## src/rtl/half_sum_sched.sv

```systemverilog
// half_sum_sched: round-robin scheduler sharing one fp16 reduction tree among requesters
module half_sum_sched #(
    parameter int NREQ       = 4,
    parameter int WIDTH      = 10,
    parameter int LATENCY    = $clog2(WIDTH),
    parameter int FIFO_DEPTH = 8,
    parameter int IDW        = (NREQ > 2) ? $clog2(NREQ) : 1
) (
    input  logic                      clk,
    input  logic                      rstn,
    input  logic [NREQ-1:0]           req_valid,
    output logic [NREQ-1:0]           req_ready,
    input  logic [NREQ*WIDTH*16-1:0]  req_vec,
    output logic                      tree_in_valid,
    output logic [WIDTH*16-1:0]       tree_vector,
    input  logic                      tree_out_valid,
    input  logic [15:0]               tree_c,
    output logic                      rsp_valid,
    input  logic                      rsp_ready,
    output logic [IDW-1:0]            rsp_id,
    output logic [15:0]               rsp_sum,
    output logic                      busy,
    output logic                      err
);
    localparam int CW = $clog2(FIFO_DEPTH + 1) + 1;
    localparam int AW = (FIFO_DEPTH > 1) ? $clog2(FIFO_DEPTH) : 1;
    localparam int VW = WIDTH * 16;

    logic [IDW-1:0]  ptr, grant, idx, issue_id;
    logic            found, hs, pop, push;
    logic [CW-1:0]   inflight, count, used;
    logic            tag_v  [LATENCY];
    logic [IDW-1:0]  tag_id [LATENCY];
    logic [IDW+15:0] mem    [FIFO_DEPTH];
    logic [AW-1:0]   rd, wr;

    // A pop in the same cycle frees its slot, so a full FIFO can still accept an issue.
    assign push      = tag_v[LATENCY-1];
    assign rsp_valid = count != '0;
    assign pop       = rsp_valid & rsp_ready;
    assign used      = count + inflight - CW'(pop);
    assign hs        = found & rstn & (used < CW'(FIFO_DEPTH));
    assign req_ready = hs ? (NREQ'(1) << grant) : '0;
    assign busy      = (inflight != '0) | rsp_valid;
    assign {rsp_id, rsp_sum} = rsp_valid ? mem[rd] : '0;

    // Round-robin search from ptr; scanning offsets downward lets the nearest valid win.
    always_comb begin
        grant = ptr;
        idx   = '0;
        found = 1'b0;
        for (int j = NREQ - 1; j >= 0; j--) begin
            idx = IDW'((int'(ptr) + j) % NREQ);
            if (req_valid[idx]) begin
                grant = idx;
                found = 1'b1;
            end
        end
    end

    // Register the granted vector into the tree and advance the pointer past the winner.
    always_ff @(posedge clk or negedge rstn) begin
        if (!rstn) begin
            ptr           <= '0;
            issue_id      <= '0;
            tree_in_valid <= 1'b0;
            tree_vector   <= '0;
        end else begin
            tree_in_valid <= hs;
            if (hs) begin
                ptr         <= (grant == IDW'(NREQ - 1)) ? '0 : grant + 1'b1;
                issue_id    <= grant;
                tree_vector <= req_vec[int'(grant)*VW +: VW];
            end
        end
    end

    // Requester ids travel alongside the tree so each result keeps its owner.
    always_ff @(posedge clk or negedge rstn) begin
        if (!rstn) begin
            for (int i = 0; i < LATENCY; i++) begin
                tag_v[i]  <= 1'b0;
                tag_id[i] <= '0;
            end
        end else begin
            tag_v[0]  <= tree_in_valid;
            tag_id[0] <= issue_id;
            for (int i = 1; i < LATENCY; i++) begin
                tag_v[i]  <= tag_v[i-1];
                tag_id[i] <= tag_id[i-1];
            end
        end
    end

    // Occupancy, FIFO pointers and the sticky tag/valid mismatch flag.
    always_ff @(posedge clk or negedge rstn) begin
        if (!rstn) begin
            inflight <= '0;
            count    <= '0;
            rd       <= '0;
            wr       <= '0;
            err      <= 1'b0;
        end else begin
            inflight <= inflight + CW'(hs) - CW'(push);
            count    <= count + CW'(push) - CW'(pop);
            err      <= err | (push != tree_out_valid);
            if (push) wr <= (wr == AW'(FIFO_DEPTH - 1)) ? '0 : wr + 1'b1;
            if (pop) rd <= (rd == AW'(FIFO_DEPTH - 1)) ? '0 : rd + 1'b1;
        end
    end

    // Result storage; contents need no reset because the outputs are gated by rsp_valid.
    always_ff @(posedge clk) begin
        if (push) mem[wr] <= {tag_id[LATENCY-1], tree_c};
    end
endmodule

```

## config.mk

```make
export PLATFORM = sky130hd
export DESIGN_NAME = half_sum_sched
export DESIGN_NICKNAME = d
export VERILOG_FILES = /design/src/rtl/half_sum_sched.sv
export SDC_FILE = /design/constraint.sdc
export NUM_CORES = 1
export LEC_CHECK = 0
export BUFFER_PORTS_ARGS = -buffer_cell sky130_fd_sc_hd__buf_2
export CAP_MARGIN = 15
export CORE_AREA = 2 2 333 335
export CTS_CLUSTER_DIAMETER = 30
export DETAILED_ROUTE_END_ITERATION = 8
export DIE_AREA = 0 0 335 337
export SETUP_SLACK_MARGIN = 0.15
export SLEW_MARGIN = 25
export SYNTH_ARGS = -nofsm -noshare
export SYNTH_HDL_FRONTEND = slang
export SYNTH_SLANG_ARGS = --single-unit
```

## constraint.sdc

```tcl
create_clock -name clk -period 5.61 [get_ports clk]
set_clock_uncertainty 0.15 [all_clocks]
set_input_delay 0.2805 -clock clk [delete_from_list [all_inputs] [get_ports clk]]
set_output_delay 0.2805 -clock clk [all_outputs]
set_load 0.02 [all_outputs]
```

==> impl.org, run 1 <==
** STA
- Worst-margin pin slew :: about 1100 ps
- Setup violations, final :: 0
- Worst hold margin :: ~23 ps
- Share of the cycle needed by the critical path after routing :: 0.846
- Setup repair after global routing left no endpoint under its margin.
- The max-slew violation count came to 0.
- The count of final hold-check violations came to 0.
- Total negative slack for setup checks :: 0 ps
- Top achievable clock speed :: ~210 MHz
- Max-Slew Margin vs Limit :: 0.282
- The clock period could shrink to about 4700 ps.

** Die
- Core region area :: ~110000 µm²
- The die is 335 µm wide.
- Die Area :: about 110000 µm²
- During I/O placement, the number of pins put on the boundary was 850.
- Total number of placement rows :: 122
- Die Span Y :: roughly 340 µm
- The initial utilization of the core area, before any placement, comes to 0.181.

** Clocking
- TritonCTS built the clock tree.
- Clock-pin slew was measured on the worst setup and hold paths at approximately 50 ps.
- CTS Buf Count :: 89
- In this run the number of H-tree levels came out at 3.
- In this run the deepest clock path goes through 3 buffers.
- In this run the clock root is driven by a clkbuf_16.
- The later pin in the worst-skew pair is clocked with a latency of around 650 ps.
- Buffers added to address setup during post-CTS repair amount to 0.
- Number of clock sinks :: 338

** Logic synthesis
- For this run, the number of Yosys warnings is 0.
- Synthesized netlist cell count :: 1722
- Share of flip-flops with an asynchronous set or reset after synthesis :: 0.574
- After synthesis the netlist holds a flip-flop and latch count of around 340.
- Synth Net Count :: 2411
- Post-synth EDFFs :: roughly 140
- The share of the Yosys chip area taken by registers is 0.463.
- After synthesis, the netlist uses 45 different library cells.
- After synthesis the cells add up to 19800 µm².
- Commonest register cell after synthesis :: dfrtp_1
- Mean Syn Cell Area :: approximately 12 µm²

** Flow run
- Max-cap violations in this run came to 0.

** Layout
- Final design area excluding fillers :: 33600 µm²
- The multi-input combinational cells in the finished layout cover a total of 9720 µm².
- Fin cells :: around 4500
- Register area :: 9180 µm²
- In the final layout, the share of cells above drive strength 1 is 0.400.
- The filler cells instantiated in the layout total 11167.
- The library cells used most frequently in the layout, excluding fill and tap cells, are buf_2, dlygate4sd3_1, and3_1.
- The library cell used most frequently in the layout, excluding fill and tap cells, is buf_2.
- Synth-to-layout area growth :: 69.5%
- Final-stage net count :: 3658

** Detailed routing
- Final wirelength :: between 100 and 150 mm
- The detailed router finished its first iteration with between 1000 and 1500 violations.
- Overall via count from detail_route :: 21345
- After detailed routing, the number of remaining DRC violations is 0.
- After detailed routing, the average wire length per cell comes to 23.7 µm.
- The detail route stage leaves a number of antenna-violating nets equal to 0.
- Via-per-instance ratio :: 4.76
- The first detailed-routing pass ran for 4 iterations.

** Pwr
- Cell Pwr Density :: roughly 270 nW/µm²
- Standby leakage power :: 15.5 nW
- Maximum ir drop on the vdd rail :: between 0.2 and 0.25 mV

** Placement
- The count of buffers added on input and output ports is between 800 and 900.
- Last weighted congestion value of the routability-driven placer :: ~0.85
- Placed wire-length estimate after detailed placement :: between 70 and 80 mm
- In this run the cell area measured after placement is 25500 µm².
- Placed cell count :: 3821

** Setup path
- Reg2Reg Setup Slack :: 870 ps
- Critical path arrival :: just over 5000 ps
- STA classifies the critical path startpoint as a register.
- The worst setup path is captured at a register.
- At the worst endpoint, the required time is slightly below 6000 ps.
- Biggest fanout along the worst timing path :: roughly 80
- By startpoint and endpoint, the worst setup path is classified as register to register.

** Global route
- First-pass GRT wire length :: 148 mm
- The initial antenna violation count came to 34.
- Across every metal layer, demand over resource in global routing totals 0.179.
- The via count of the first global-routing pass was between 20000 and 25000.
- Entering global routing, the biggest net connects 161 pins.
- The total overflow left after global routing is 0.

** Status
- The run finished with clean final reports.

** Hold path
- Class of the most critical hold timing path :: input port to async pin
==> layout make-up <==
| type | count | share of cell area |
|---|---|---|
| Antenna cell | 18 | 0.00134 |
| Clock buffer | 105 | 0.0696 |
| Clock inverter | 60 | 0.0263 |
| Sequential cell | 338 | 0.273 |
| Tap cell | 1426 | 0.0531 |
| Multi-Input combinational cell | 1138 | 0.289 |
| Inverter | 23 | 0.00272 |
| Timing Repair Buffer | 1379 | 0.284 |
==> flip-flops by register name (all words and copies together) (netlist names), 3 cells and up <==
name / count
inflight: 5
tree_vector: 160
tag_v: 3
count: 5
wr: 3
tag_id: 8
mem: 144
rd: 3
==> metrics by stage <==
stage / util / setup slack [ps] / power, W
after floorplan: - / 2350 / 0.00303
after global placement: 0.232 / 1500 / 0.00348
after detailed placement: 0.232 / 1410 / 0.00348
after CTS: 0.306 / 828 / 0.00912
after global routing: 0.306 / 605 / 0.00933
final: 0.306 / 866 / 0.00902
==> worst paths after layout <==
kind                            cells past startpoint                to          from
worst min-delay path                                2             wr[1]          rstn
min in group clk                                    3  tree_vector[107]  req_vec[427]
worst max-delay path                               12  tree_vector[148]   inflight[3]
worst min register to register                      0         tag_id[1]     tag_id[3]
max in group asynchronous                           4   tree_vector[18]          rstn
worst max register to register                     12  tree_vector[148]   inflight[3]
==> logic make-up after synthesis <==
kind of cell,count (synthesis),synth area share
AO/OA/AOI/OAI,657,0.292
buffers and inverters,246,0.0518
adder cells (fa/ha/maj),26,0.0167
multiplexers,63,0.0551
flip-flops,338,0.463
XOR/XNOR,12,0.00600
AND/OR/NAND/NOR,380,0.116
==> synthesized netlist by cell type (5+ instances only) <==
library cell	instances	area, µm²
a211oi_1	320	2400
and3_1	320	2000
o31ai_1	221	1660
clkbuf_1	199	747
dfrtp_1	194	4850
edfxtp_1	144	4320
o31ai_2	60	751
o31ai_4	40	851
mux4_2	36	811
nor2_1	30	113
ha_1	24	300
inv_1	20	75.1
mux2i_1	18	180
mux2_2	9	101
xnor2_1	9	78.8
buf_1	8	30.0
buf_6	7	78.8
nand2_1	6	22.5
buf_2	5	25.0
nand2b_1	5	31.3
==> metal layers <==
| metal | vias to the layer above | wire (µm) | track usage | part of all wire |
|---|---|---|---|---|
| met5 | - | 195 | 0.0111 | 0.0018 |
| met4 | 30 | 5490 | 0.0899 | 0.052 |
| met3 | 257 | 11400 | 0.0758 | 0.11 |
| met2 | 1080 | 47100 | 0.275 | 0.44 |
| met1 | 10463 | 42100 | 0.214 | 0.40 |
| li1 | 9515 | - | - | - |
==> report_power, final <==
group | total [W] | switching, W | internal [W] | leakage [nW]
clock network | 0.00537 | 0.00172 | 0.00365 | 1.53
logic | 0.00104 | 0.000517 | 0.000527 | 9.98
registers | 0.00261 | 0.0000168 | 0.00259 | 3.95
==> worst max-delay path: stages, from the launching register on <==
cell,delay [ps]
dfrtp_1,360
inv_1,90
ha_1,280
inv_1,40
ha_1,280
nor2_1,180
xnor3_1,380
nand2_4,460
or3_4,260
buf_12,460
buf_4,780
o31ai_2,150
dlygate4sd3_1,590
==> what timing repair did <==
item	in CTS	in global routing
gates resized for setup	0	0
hold endpoints to repair	352	0
hold buffers	482	0
No activity file was read; power rests on OpenSTA's default activity.
==> run 2: changes to the inputs <==
CORE_AREA = 2 2 326 328   (was 2 2 333 335)
DIE_AREA = 0 0 328 330   (was 0 0 335 337)
clock period = 4.53 ns   (was 5.61 ns; I/O delays follow)
==> impl.org, run 2 (synthesis gave the netlist of run 1 again) <==
** Die
- In this run the count of I/O pins placed on the die edge is 850.
- Die Span Y :: between 300 and 400 µm
- The core region is roughly 100000 µm².
- The initial utilization of the core area, before any placement, comes to 0.189.
- The die is 328 µm wide.
- Total number of placement rows :: roughly 120
- The floorplan step defined a die boundary enclosing about 110000 µm².

** Setup path
- Type of element capturing the critical path :: register
- Crit Path Class :: register to register
- Required time at the endpoint of the critical path :: about 4900 ps
- For the worst setup path, the data arrival time is between 4000 and 5000 ps.
- Setup crit start kind :: register
- Biggest fanout along the worst timing path :: about 180

** Detailed routing
- In the routed design, unresolved DRC markers number 0.
- WL per Instance :: ~24 µm
- Before antenna repair, the detailed router went through 5 iterations.
- After detailed routing, the total wire length is ~110 mm.
- The count of nets left with antenna violations once routing finished came out at 0.
- Overall via count from detail_route :: 21359
- Via-per-instance ratio :: about 4.8
- Detailed Route Iter0 Violations :: 1443

** Flow run
- Count of maximum capacitance violations :: 0

** Clocking
- Quantity of gates resized following cts :: 0
- After clock tree synthesis, the clock-pin slew on the worst setup and hold paths is 50 ps.
- Clock tree root driver cell :: clkbuf_16
- Number of buffers added to fix hold violations after cts :: between 400 and 500
- Buffers inserted by post-CTS timing repair :: 0
- The later pin in the worst-skew pair is clocked with a latency of roughly 640 ps.
- TritonCTS built the clock tree.
- For this design, the sink count on the clock tree is 338.
- H-tree level count :: 3
- CTS max path bufs :: 3
- CTS Buf Count :: ~90

** Global route
- For this run the aggregate overflow at the end of global routing stands at 0.
- First-pass GRT wire length :: approximately 150 mm
- The via count of the first global-routing pass is ~22000.
- Largest net degree at the start of global routing :: between 150 and 200
- Total routing resource utilization after global routing :: 0.187
- Antenna violations before repair :: 39

** Layout
- At the end of the flow, the number of nets in the layout was between 3000 and 4000.
- Leaving out fill and tap cells, the most frequent cell in the layout is buf_2.
- Synth-to-layout area growth :: 68.9%
- The register with the most flip-flops in the layout has between 150 and 200 of them.
- Commonest cells after routing, fill and taps aside :: buf_2, dlygate4sd3_1, and3_1
- Once layout is complete, the utilization of the core stands at 0.320.
- Share of post-route cells with drive strength above 1 :: 0.394
- Largest regs :: tree_vector: 160 flops, mem: 144 flops, tag_id: 8 flops
- Most flop-heavy register :: tree_vector

** Status
- Outcome :: finished, final reports clean

** STA
- Derived from the worst setup path, the maximum achievable clock frequency is between 200 and 250 MHz.
- Setup total negative slack on the finished layout was measured at 0 ps.
- Clock period minus final worst setup slack :: 4030 ps
- Setup repair after global routing left no endpoint under its margin.
- Share of the cycle needed by the critical path after routing :: 0.889
- Pins Over Slew Limit :: 0
- Max-Slew Margin vs Limit :: 0.262
- Final count of hold timing violations :: 0
- After layout, the worst setup slack is around 500 ps.
- Worst-margin pin slew :: ~1100 ps
- Setup violations, final :: 0
- The tightest hold path in the finished design has a slack of between 150 and 200 ps.

** Pwr
- Of the total power, the share spent switching nets is 0.255.
- Cell Pwr Density :: roughly 320 nW/µm²
- The share of total power dissipated in sequential elements is 0.299.
- The share of total power dissipated in the clock network is 0.580.
- The design draws between 0.01 and 0.015 W.
- The analysis attributes to cell leakage a power of approximately 15 nW.
- Internal power comes to about 0.008 W.
- The share of total power dissipated in combinational logic is 0.121.
- Maximum ir drop on the vdd rail :: 0.292 mV
- For this design the total switching power over the nets is 0.00275 W.

** Hold path
- The worst hold path belongs to the class input port to async pin.

** Placement
- Last weighted congestion value of the routability-driven placer :: just under 0.9
- Port buffering added 849 buffers.
- Worst setup slack after placement :: a little over 1000 ps
- Placed wire-length estimate after detailed placement :: ~74 mm
==> run 2: cell types whose count changed in the layout (fill, tap and decap cells not counted), sizes merged <==
cell | previous run | this run
diode | 18 | 14
buf | 897 | 889
inv | 26 | 32
clkbuf | 105 | 118
dlygate4sd3 | 482 | 489
clkinvlp | 10 | 2
bufinv | 14 | 5
==> run 2: final timing paths <==
check	start	end	slack (ps)	depth (start not counted)
min in group clk	tag_v[2]	tag_v[1]	190	0
worst max-delay path	ptr[1]	tree_vector[5]	500	8
worst max register to register	ptr[1]	tree_vector[5]	500	8
worst min register to register	tag_v[2]	tag_v[1]	190	0
worst min-delay path	rstn	tree_vector[30]	170	3
max in group asynchronous	rstn	rd[0]	2750	4
==> run 2: worst max-delay path, stage by stage, from the launching register on <==
cell	delay [ps]
dfrtp_1	480
or3_1	150
nand4b_1	310
buf_12	310
and3_1	540
a211oi_1	300
dlygate4sd3_1	630
o31ai_2	60
dlygate4sd3_1	600
==> run 2: power groups by stage <==
stage                     clock, W  combinational (W)  sequential [W]
final                      0.00627            0.00130         0.00322
after global routing       0.00657            0.00140         0.00322
after CTS                  0.00639            0.00130         0.00322
after detailed placement         0            0.00104         0.00327
after global placement           0            0.00104         0.00327
after floorplan                  0           0.000496         0.00326
==> run 2: final cells by class <==
type	instances	area [µm²]
multi-input combinational	1138	9710
inverter	23	91.3
antenna	14	35.0
tap	1391	1740
fill	10615	71200
clock buffer	118	2500
timing repair buffer	1378	9670
clock inverter	49	536
sequential	338	9180
==> run 2: stage by stage <==
| step | cells | cell area [µm²] |
|---|---|---|
| floorplan | 1722 | 19800 |
| global placement | 3777 | 25500 |
| detailed placement | 3779 | 25500 |
| CTS | 4435 | 33400 |
| global route | 4442 | 33400 |
| finish | 4449 | 33500 |
==> run 2: routing by layer <==
metal / track usage / routed length (µm) / vias to the layer above
met5: 0 / 161 / -
met4: 0.0991 / 5880 / 24
met3: 0.0816 / 11800 / 264
met2: 0.292 / 47200 / 1055
met1: 0.216 / 40800 / 10505
li1: - / - / 9511
